<file path="src/rtl/i2c_master_tx.sv">
// Write-only open-drain I2C master: turns the core's start/send/stop pulses into
// SCL/SDA quarter-period waveforms and reports busy, done, ACK and command errors.
module i2c_master_tx #(
    parameter int CLK_DIV = 16
) (
    input  logic       i_clk,
    input  logic       i_rst,
    input  logic       i_i2c_start,
    input  logic       i_i2c_stop,
    input  logic       i_sendi2c,
    input  logic [7:0] i_data,
    input  logic       i_sda,
    output logic       o_scl,
    output logic       o_sda,
    output logic       o_busy,
    output logic       o_done,
    output logic       o_ack_err,
    output logic       o_cmd_err,
    output logic       o_bus_owned
);

    typedef enum logic [2:0] {IDLE, HOLD, START, BIT, ACK, STOP} state_t;

    localparam int DW = $clog2(CLK_DIV);
    localparam logic [DW-1:0] DIV_LAST = DW'(CLK_DIV - 1);

    state_t        state, state_n;
    logic [DW-1:0] div, div_n;
    logic [1:0]    quarter, quarter_n;
    logic [2:0]    bit_cnt, bit_n;
    logic [7:0]    shreg, shreg_n;
    logic          ack_err_n, owned_n, done_n, cmd_err_n, busy_n;
    logic          scl_n, sda_n;
    logic          tick;

    assign tick = (div == DIV_LAST);

    always_ff @(posedge i_clk) begin
        if (i_rst) begin
            state       <= IDLE;
            div         <= '0;
            quarter     <= '0;
            bit_cnt     <= '0;
            shreg       <= '0;
            o_scl       <= 1'b1;
            o_sda       <= 1'b1;
            o_busy      <= 1'b0;
            o_done      <= 1'b0;
            o_ack_err   <= 1'b0;
            o_cmd_err   <= 1'b0;
            o_bus_owned <= 1'b0;
        end else begin
            state       <= state_n;
            div         <= div_n;
            quarter     <= quarter_n;
            bit_cnt     <= bit_n;
            shreg       <= shreg_n;
            o_scl       <= scl_n;
            o_sda       <= sda_n;
            o_busy      <= busy_n;
            o_done      <= done_n;
            o_ack_err   <= ack_err_n;
            o_cmd_err   <= cmd_err_n;
            o_bus_owned <= owned_n;
        end
    end

    // Commands are only looked at while parked; start beats send beats stop.
    always_comb begin
        state_n   = state;
        div_n     = div;
        quarter_n = quarter;
        bit_n     = bit_cnt;
        shreg_n   = shreg;
        ack_err_n = o_ack_err;
        owned_n   = o_bus_owned;
        done_n    = 1'b0;
        cmd_err_n = 1'b0;
        case (state)
            IDLE, HOLD: begin
                div_n     = '0;
                quarter_n = '0;
                if (i_i2c_start) begin
                    state_n = START;
                end else if (i_sendi2c) begin
                    if (state == HOLD) begin
                        state_n = BIT;
                        shreg_n = i_data;
                        bit_n   = 3'd7;
                    end else begin
                        cmd_err_n = 1'b1;
                    end
                end else if (i_i2c_stop) begin
                    if (state == HOLD) state_n = STOP;
                    else cmd_err_n = 1'b1;
                end
            end
            default: begin
                if (tick) begin
                    div_n     = '0;
                    quarter_n = quarter + 2'd1;
                    if (state == ACK && quarter == 2'd2) ack_err_n = i_sda;
                    if (quarter == 2'd3) begin
                        case (state)
                            START: begin
                                state_n   = HOLD;
                                owned_n   = 1'b1;
                                ack_err_n = 1'b0;
                                done_n    = 1'b1;
                            end
                            BIT: begin
                                if (bit_cnt == 3'd0) state_n = ACK;
                                else bit_n = bit_cnt - 3'd1;
                            end
                            ACK: begin
                                state_n = HOLD;
                                done_n  = 1'b1;
                            end
                            default: begin
                                state_n = IDLE;
                                owned_n = 1'b0;
                                done_n  = 1'b1;
                            end
                        endcase
                    end
                end else begin
                    div_n = div + DW'(1);
                end
            end
        endcase
    end

    // Line levels are decoded from the upcoming state so the pins come straight off flops.
    always_comb begin
        scl_n  = 1'b1;
        sda_n  = 1'b1;
        busy_n = !(state_n == IDLE || state_n == HOLD);
        case (state_n)
            IDLE: begin
                scl_n = 1'b1;
                sda_n = 1'b1;
            end
            HOLD: begin
                scl_n = 1'b0;
                sda_n = 1'b0;
            end
            START: begin
                scl_n = (quarter_n == 2'd1) || (quarter_n == 2'd2);
                sda_n = (quarter_n == 2'd0) || (quarter_n == 2'd1);
            end
            BIT: begin
                scl_n = (quarter_n == 2'd1) || (quarter_n == 2'd2);
                sda_n = shreg_n[bit_n];
            end
            ACK: begin
                scl_n = (quarter_n == 2'd1) || (quarter_n == 2'd2);
                sda_n = 1'b1;
            end
            STOP: begin
                scl_n = (quarter_n != 2'd0);
                sda_n = quarter_n[1];
            end
            default: begin
                scl_n = 1'b1;
                sda_n = 1'b1;
            end
        endcase
    end

endmodule

</file>
<file path="config.mk">
export PLATFORM = sky130hd
export DESIGN_NAME = i2c_master_tx
export DESIGN_NICKNAME = d
export VERILOG_FILES = /design/src/rtl/i2c_master_tx.sv
export SDC_FILE = /design/constraint.sdc
export NUM_CORES = 1
export LEC_CHECK = 0
export BUFFER_PORTS_ARGS = -buffer_cell sky130_fd_sc_hd__buf_2
export CORE_MARGIN = 5
export CORE_UTILIZATION = 29
export DETAILED_ROUTE_END_ITERATION = 6
export PLACE_DENSITY = 0.46
export SKIP_LAST_GASP = 1
export SLEW_MARGIN = 10
export SYNTH_ARGS = -nofsm -noshare
export SYNTH_HDL_FRONTEND = slang
export SYNTH_SLANG_ARGS = --single-unit
</file>
<file path="constraint.sdc">
create_clock -name i_clk -period 6.4 [get_ports i_clk]
set_input_delay 0 -clock i_clk [delete_from_list [all_inputs] [get_ports i_clk]]
set_output_delay 0 -clock i_clk [all_outputs]
set_load 0.005 [all_outputs]
</file>
==> results.cfg, run 1 <==
[detailed_routing]
viasPerCell = 4.85
drc = 0
num_vias = 1144
wl_per_cell_um = 12.1
drt-initial-drc-count = 78
routed_wl_um = 2860
final_antenna_net_count = 0
dr.pass1.iters = 4

[sta]
finalClockSkew_ps = 6.11
finalHoldViolations = 0
slew-limit-headroom_pct = 61.3
report.final.slew_viol_count = 0
setup_viol = 0
layout_min_cycle_time_ps = 2370
setup-tns-final_ps = 0
fmax_ghz = 0.422
max_slew.worst_pin.slew_ps = 579
period_share_pct = 37.1
grt_setup_unrepaired = no
holdWs_ps = 49.4

[synthesis]
synth_edf_count = 0
yosys.area_share.simple_pct = 26.5
synth_top_family_by_area = simple AND/OR/NAND/NOR gates
syn-cell-area_mm2 = 0.00140
synthAdderAreaFrac_pct = 6.27
yosysTopAreaCell = dfxtp_1
synthXorXnorAreaFrac_pct = 1.88
synth.yosys.warnings = 0
yosysSeqAreaShare_pct = 38.7
yosys.area.top_type_share_pct = 38.7
synth_fp_nets = 179
synth.area.mux_share_pct = 11.0
ys_types = 42
synthCells = 158
synthArstFlopShare_pct = 0
synth_area_leaders = dfxtp_1, mux2i_1, nor2_1
ys_ff_latch = 27
synth.avg_cell_area_um2 = 8.84
synth_ff_type = dfxtp_1
synth_compound_area_share_pct = 10.9

[layout]
final_area_mm2 = 0.00166
layout.cells.non_filler = 236
final_layout_size_suffix_gt1_share_pct = 17.0
syn_to_final_growth_pct = 18.7
final_common_cell = dfxtp_1
antennaDiodeCount = 0
finalNetCount = 204
final_cell_mix = dfxtp_1, nor2_1, buf_2

[setup_path]
cp_cell_sequence = ha_1 -> and4_1 -> nand4_4 -> mux2i_4 -> mux2_1 -> or3_1 -> nand4_1 -> a211o_1
cpPeakStageDelay_ps = 390
required_ps = 6630
critPathTopFamily = simple AND/OR/NAND/NOR gates
r2r_slack_ps = 4030
slowest_stage = and4_1
critPathBufInv = 0
critPathCaptureType = register
start_kind = register
r2r.worst_path.cells = 8
rr_startpoint = div[0]
arrival_ps = 2600
rr_endpoint = o_sda
crit_fanout = 6
critPathKind = reg -> reg

[clock_network]
numCtsBuffers = 3
clk_pin_slew_ps = 100
cts_root_buf = clkbuf_8
insertion_delay_ps = 280
cts_tree = built
cts.path.max_buffers = 2
clock-sinks = 27
postCtsSetupRepairBufs = 0
cts_resized = 0
cts_hold_buffers = 9
cts_max_level = 1

[hold_path]
hold_path_class = in -> reg
holdCritStartpoint = i_i2c_stop
min_path_cells = 3
holdPathEnd = o_cmd_err

[global_routing]
grt_pass1_vias = 1127
grt_max_degree = 26
antenna_found_initial = 0
grt_remaining_overflow = 0
grt_pass1_wl_um = 4940
grt_use_total_pct = 9.71

[place]
dp.cells = 223
globalplace.congestion = 0.800
place_area_mm2 = 0.00152
post-dp-hpwl_um = 2100
port_buffers = 20

[floorplanning]
io_pins = 21
start_util_pct = 29.8
num_rows = 25
fp.dieH_um = 79.4
core_area_mm2 = 0.00469
die_w_um = 79.4
die-area_mm2 = 0.00630

[pwr]
ir_drop_v = 0.000114
power.static_leakage_nw = 0.733
power_density_mw_per_mm2 = 180

[outcome]
status = finished clean

[run]
maxCapViolCount = 0
## routing by layer
layer	wire length (µm)	vias to the layer above	track usage [%]	part of all wire, %
met4	15	0	1.55	0.53
met5	0	-	0	0
met3	126	2	3.05	4.4
met2	1280	16	16.2	45
li1	-	600	-	-
met1	1430	526	12.4	50
## cells in the mapped netlist (2+ instances only)
| master | n |
|---|---|
| a211o_1 | 2 |
| a21oi_1 | 9 |
| a31oi_1 | 2 |
| and3_1 | 3 |
| clkbuf_1 | 6 |
| dfxtp_1 | 27 |
| ha_1 | 7 |
| inv_1 | 5 |
| mux2i_1 | 12 |
| nand2_1 | 10 |
| nand2b_1 | 2 |
| nand3_1 | 4 |
| nand3b_1 | 3 |
| nor2_1 | 26 |
| nor2b_1 | 3 |
| nor3_1 | 5 |
| nor4_1 | 2 |
| o21ai_0 | 4 |
| or3_1 | 2 |
| xnor2_1 | 2 |
## worst max path at each step
stage,startpoint,to,depth (start not counted)
5_1_grt,state[1],o_sda,7
6_report,div[0],o_sda,8
2_1_floorplan,div[0],o_sda,9
4_1_cts,div[0],o_sda,8
3_3_place_gp,state[2],o_sda,7
3_5_place_dp,state[2],o_sda,7
## state kept, by name, summed over array words and instances, names as in the netlist, 2 cells and up
name and cells:
state 3, div 4, bit_cnt 3, quarter 2
shreg 8
## tightest hold or removal path, delay by kind of cell
family                 cells  cell delay, ps
AOI/OAI and AO/OA          1             130
buffers and inverters      1             100
and+or+nand+nor            1              50
## where the power goes
part	switching, mW	internal, mW
clock	0.0577	0.0457
combinational	0.0106	0.0111
sequential	0.00315	0.170
total	0.0714	0.227
## layout make-up
type	count	area, µm²
tap	54	67.6
clock inverter	1	8.76
inverter	5	18.8
clock buffer	3	41.3
sequential	27	541
timing repair buffer	29	190
fill	504	3030
multi-input combinational	117	791
## through the flow
stage / utilization, % / setup slack [ps] / total power, mW
CTS: 35.3 / 4010 / 0.305
global placement: 32.3 / 4090 / 0.195
floorplan: - / 4250 / 0.186
finish: 35.3 / 4030 / 0.299
global route: 35.3 / 3770 / 0.315
detailed placement: 32.3 / 4030 / 0.195
## cells by family (layout without fill, tap and decap cells)
group / count (synthesis) / after routing
xor gates and xnor gates: 3 / 3
muxes: 14 / 14
buffers and inverters: 14 / 38
and+or+nand+nor: 69 / 69
adders and majority gates: 7 / 7
AOI/OAI and AO/OA: 24 / 24
DFF: 27 / 27
(Power assumes the default switching activity.)
==> run 2: changes to the inputs <==
- ABC_AREA: default -> 1
- PLACE_DENSITY: 0.46 -> 0.47
- clock period: 6.4 -> 2.1 ns (I/O delays scaled with it)
==> run 2 against run 1 <==
Die area grew 10%. Combinational power grew to 7.9 times the previous value. Synthesized cell count grew 42%. Design area increased by 9.7%.
==> results.cfg, run 2 <==
[outcome]
status = finished clean

[floorplanning]
die-area_mm2 = 0.00695
core_area_mm2 = 0.00517
fp.dieH_um = 83.4
num_rows = 26
die_w_um = 83.4
start_util_pct = 30.2
io_pins = 21

[global_routing]
grt_pass1_wl_um = 6100
antenna_found_initial = 0
grt_remaining_overflow = 0
grt_pass1_vias = 1232
grt_max_degree = 21
grt_use_total_pct = 10.8

[synthesis]
ys_types = 29
synthAdderAreaFrac_pct = 5.61
synthCells = 224
yosysSeqAreaShare_pct = 34.6
ys_ff_latch = 27
synth_area_leaders = dfxtp_1, nand2_1, nand3_1
synth.most_common_cell = nand2_1
synth_fp_nets = 245
yosysTopAreaCell = dfxtp_1
synthArstFlopShare_pct = 0
yosys.area_share.simple_pct = 41.3
synth_compound_area_share_pct = 7.29
syn-cell-area_mm2 = 0.00156
synth.yosys.warnings = 0
synth_common_cells = nand2_1, nor2_1, inv_1
synth_ff_type = dfxtp_1
synth_edf_count = 0
synth_top_family_by_area = simple AND/OR/NAND/NOR gates
yosys.area.top_type_share_pct = 34.6
synth.avg_cell_area_um2 = 6.97
synth.area.mux_share_pct = 0
synthXorXnorAreaFrac_pct = 0.561

[sta]
holdWs_ps = 12.8
max_slew.worst_pin.slew_ps = 447
setup-tns-final_ps = 0
period_share_pct = 89.3
finalHoldViolations = 0
report.final.slew_viol_count = 0
finalClockSkew_ps = 4.48
fmax_ghz = 0.534
layout_min_cycle_time_ps = 1870
setup_viol = 0
grt_setup_unrepaired = no
slew-limit-headroom_pct = 70.2

[place]
port_buffers = 20
dp.cells = 311
place_area_mm2 = 0.00173
post-dp-hpwl_um = 2730
globalplace.congestion = 0.720

[detailed_routing]
drt-initial-drc-count = 67
routed_wl_um = 3560
viasPerCell = 4.47
dr.pass1.iters = 4
wl_per_cell_um = 11.2
drc = 0
num_vias = 1418
final_antenna_net_count = 0

[layout]
final_common_cell = nand2_1
antennaDiodeCount = 0
syn_to_final_growth_pct = 16.4
regArea_um2 = 542
top_regs = shreg: 8 flops, div: 4 flops
finalNetCount = 269
top_register = shreg
final_cell_mix = nand2_1, nor2_1, inv_1
largest_register_ffs = 8
multiInputGateArea_um2 = 882
final_layout_size_suffix_gt1_share_pct = 19.4
fillers = 574
layout.cells.non_filler = 317
final_area_mm2 = 0.00182

[pwr]
power.static_leakage_nw = 0.814
ir_drop_v = 0.000280
total_power_mw = 1.03
power_density_mw_per_mm2 = 568

[setup_path]
start_kind = register
critPathKind = reg -> reg
arrival_ps = 2060
required_ps = 2290
crit_fanout = 8
critPathCaptureType = register

[hold_path]
hold_path_class = in -> reg

[clock_network]
numCtsBuffers = 3
cts_root_buf = clkbuf_8
cts_max_level = 1
cts.path.max_buffers = 2
clk_pin_slew_ps = 100
clock-sinks = 27
cts_tree = built
insertion_delay_ps = 280

[run]
maxCapViolCount = 0
[run 2: cells by family (layout without fill, tap and decap cells)]
family / count (synthesis) / in the layout
compound gates: 20 / 20
xor+xnor: 1 / 1
fa+ha+maj: 7 / 7
buf+inv: 37 / 60
flops: 27 / 27
simple gates: 132 / 132
[run 2: report_power, final]
group / leakage [nW] / total, mW / switching (mW) / internal [mW]
logic: 0.571 / 0.172 / 0.111 / 0.0608
clock network: 0.0228 / 0.314 / 0.177 / 0.137
registers: 0.220 / 0.547 / 0.0162 / 0.531
total: 0.814 / 1.03 / 0.305 / 0.728
[run 2: cell type report]
class                           count  area share (%)
Clock buffer                        4            2.48
Inverter                           33            7.50
Multi-Input combinational cell    160            48.5
Sequential cell                    27            29.8
Tap cell                           70            4.82
Timing Repair Buffer               23            6.88
[run 2: worst max-delay path: stages, from the launching register on]
cell	delay (ps)
dfxtp_1	380
ha_1	240
inv_1	90
nor2_4	200
nor2_1	90
nor3b_4	340
inv_2	110
nand2_2	70
nand3_2	80
nor2_2	120
nand2_1	50
[run 2: final timing paths]
check | slack (ps) | cells after the start | endpoint | startpoint
setup / recovery | 230 | 10 | o_sda | quarter[0]
hold / removal | 10 | 3 | shreg[4] | i_data[4]
setup reg to reg | 230 | 10 | o_sda | quarter[0]
hold reg to reg | 450 | 1 | div[0] | div[0]
[run 2: metal layers]
metal	share of wire [%]	global-route usage, %	up-vias
met5	0	0	-
met4	1.9	4.46	0
met3	4.4	1.88	5
met2	39	14.9	31
met1	55	16.2	612
li1	-	-	770
[run 2: per-stage QoR]
stage | worst slack, ps | utilization [%]
2_1_floorplan | 402 | -
3_3_place_gp | 55.5 | 33.4
3_5_place_dp | 91.6 | 33.4
4_1_cts | 80.3 | 34.3
5_1_grt | 24.9 | 35.1
6_report | 226 | 35.1
[run 2: repair_timing]
action / 4_1_cts / 5_1_grt
setup buffers: 0 / 1
gates resized for setup: 0 / 6
hold endpoints to repair: 0 / 1
hold buffers: 0 / 1
endpoints found under the setup margin: 0 / 2
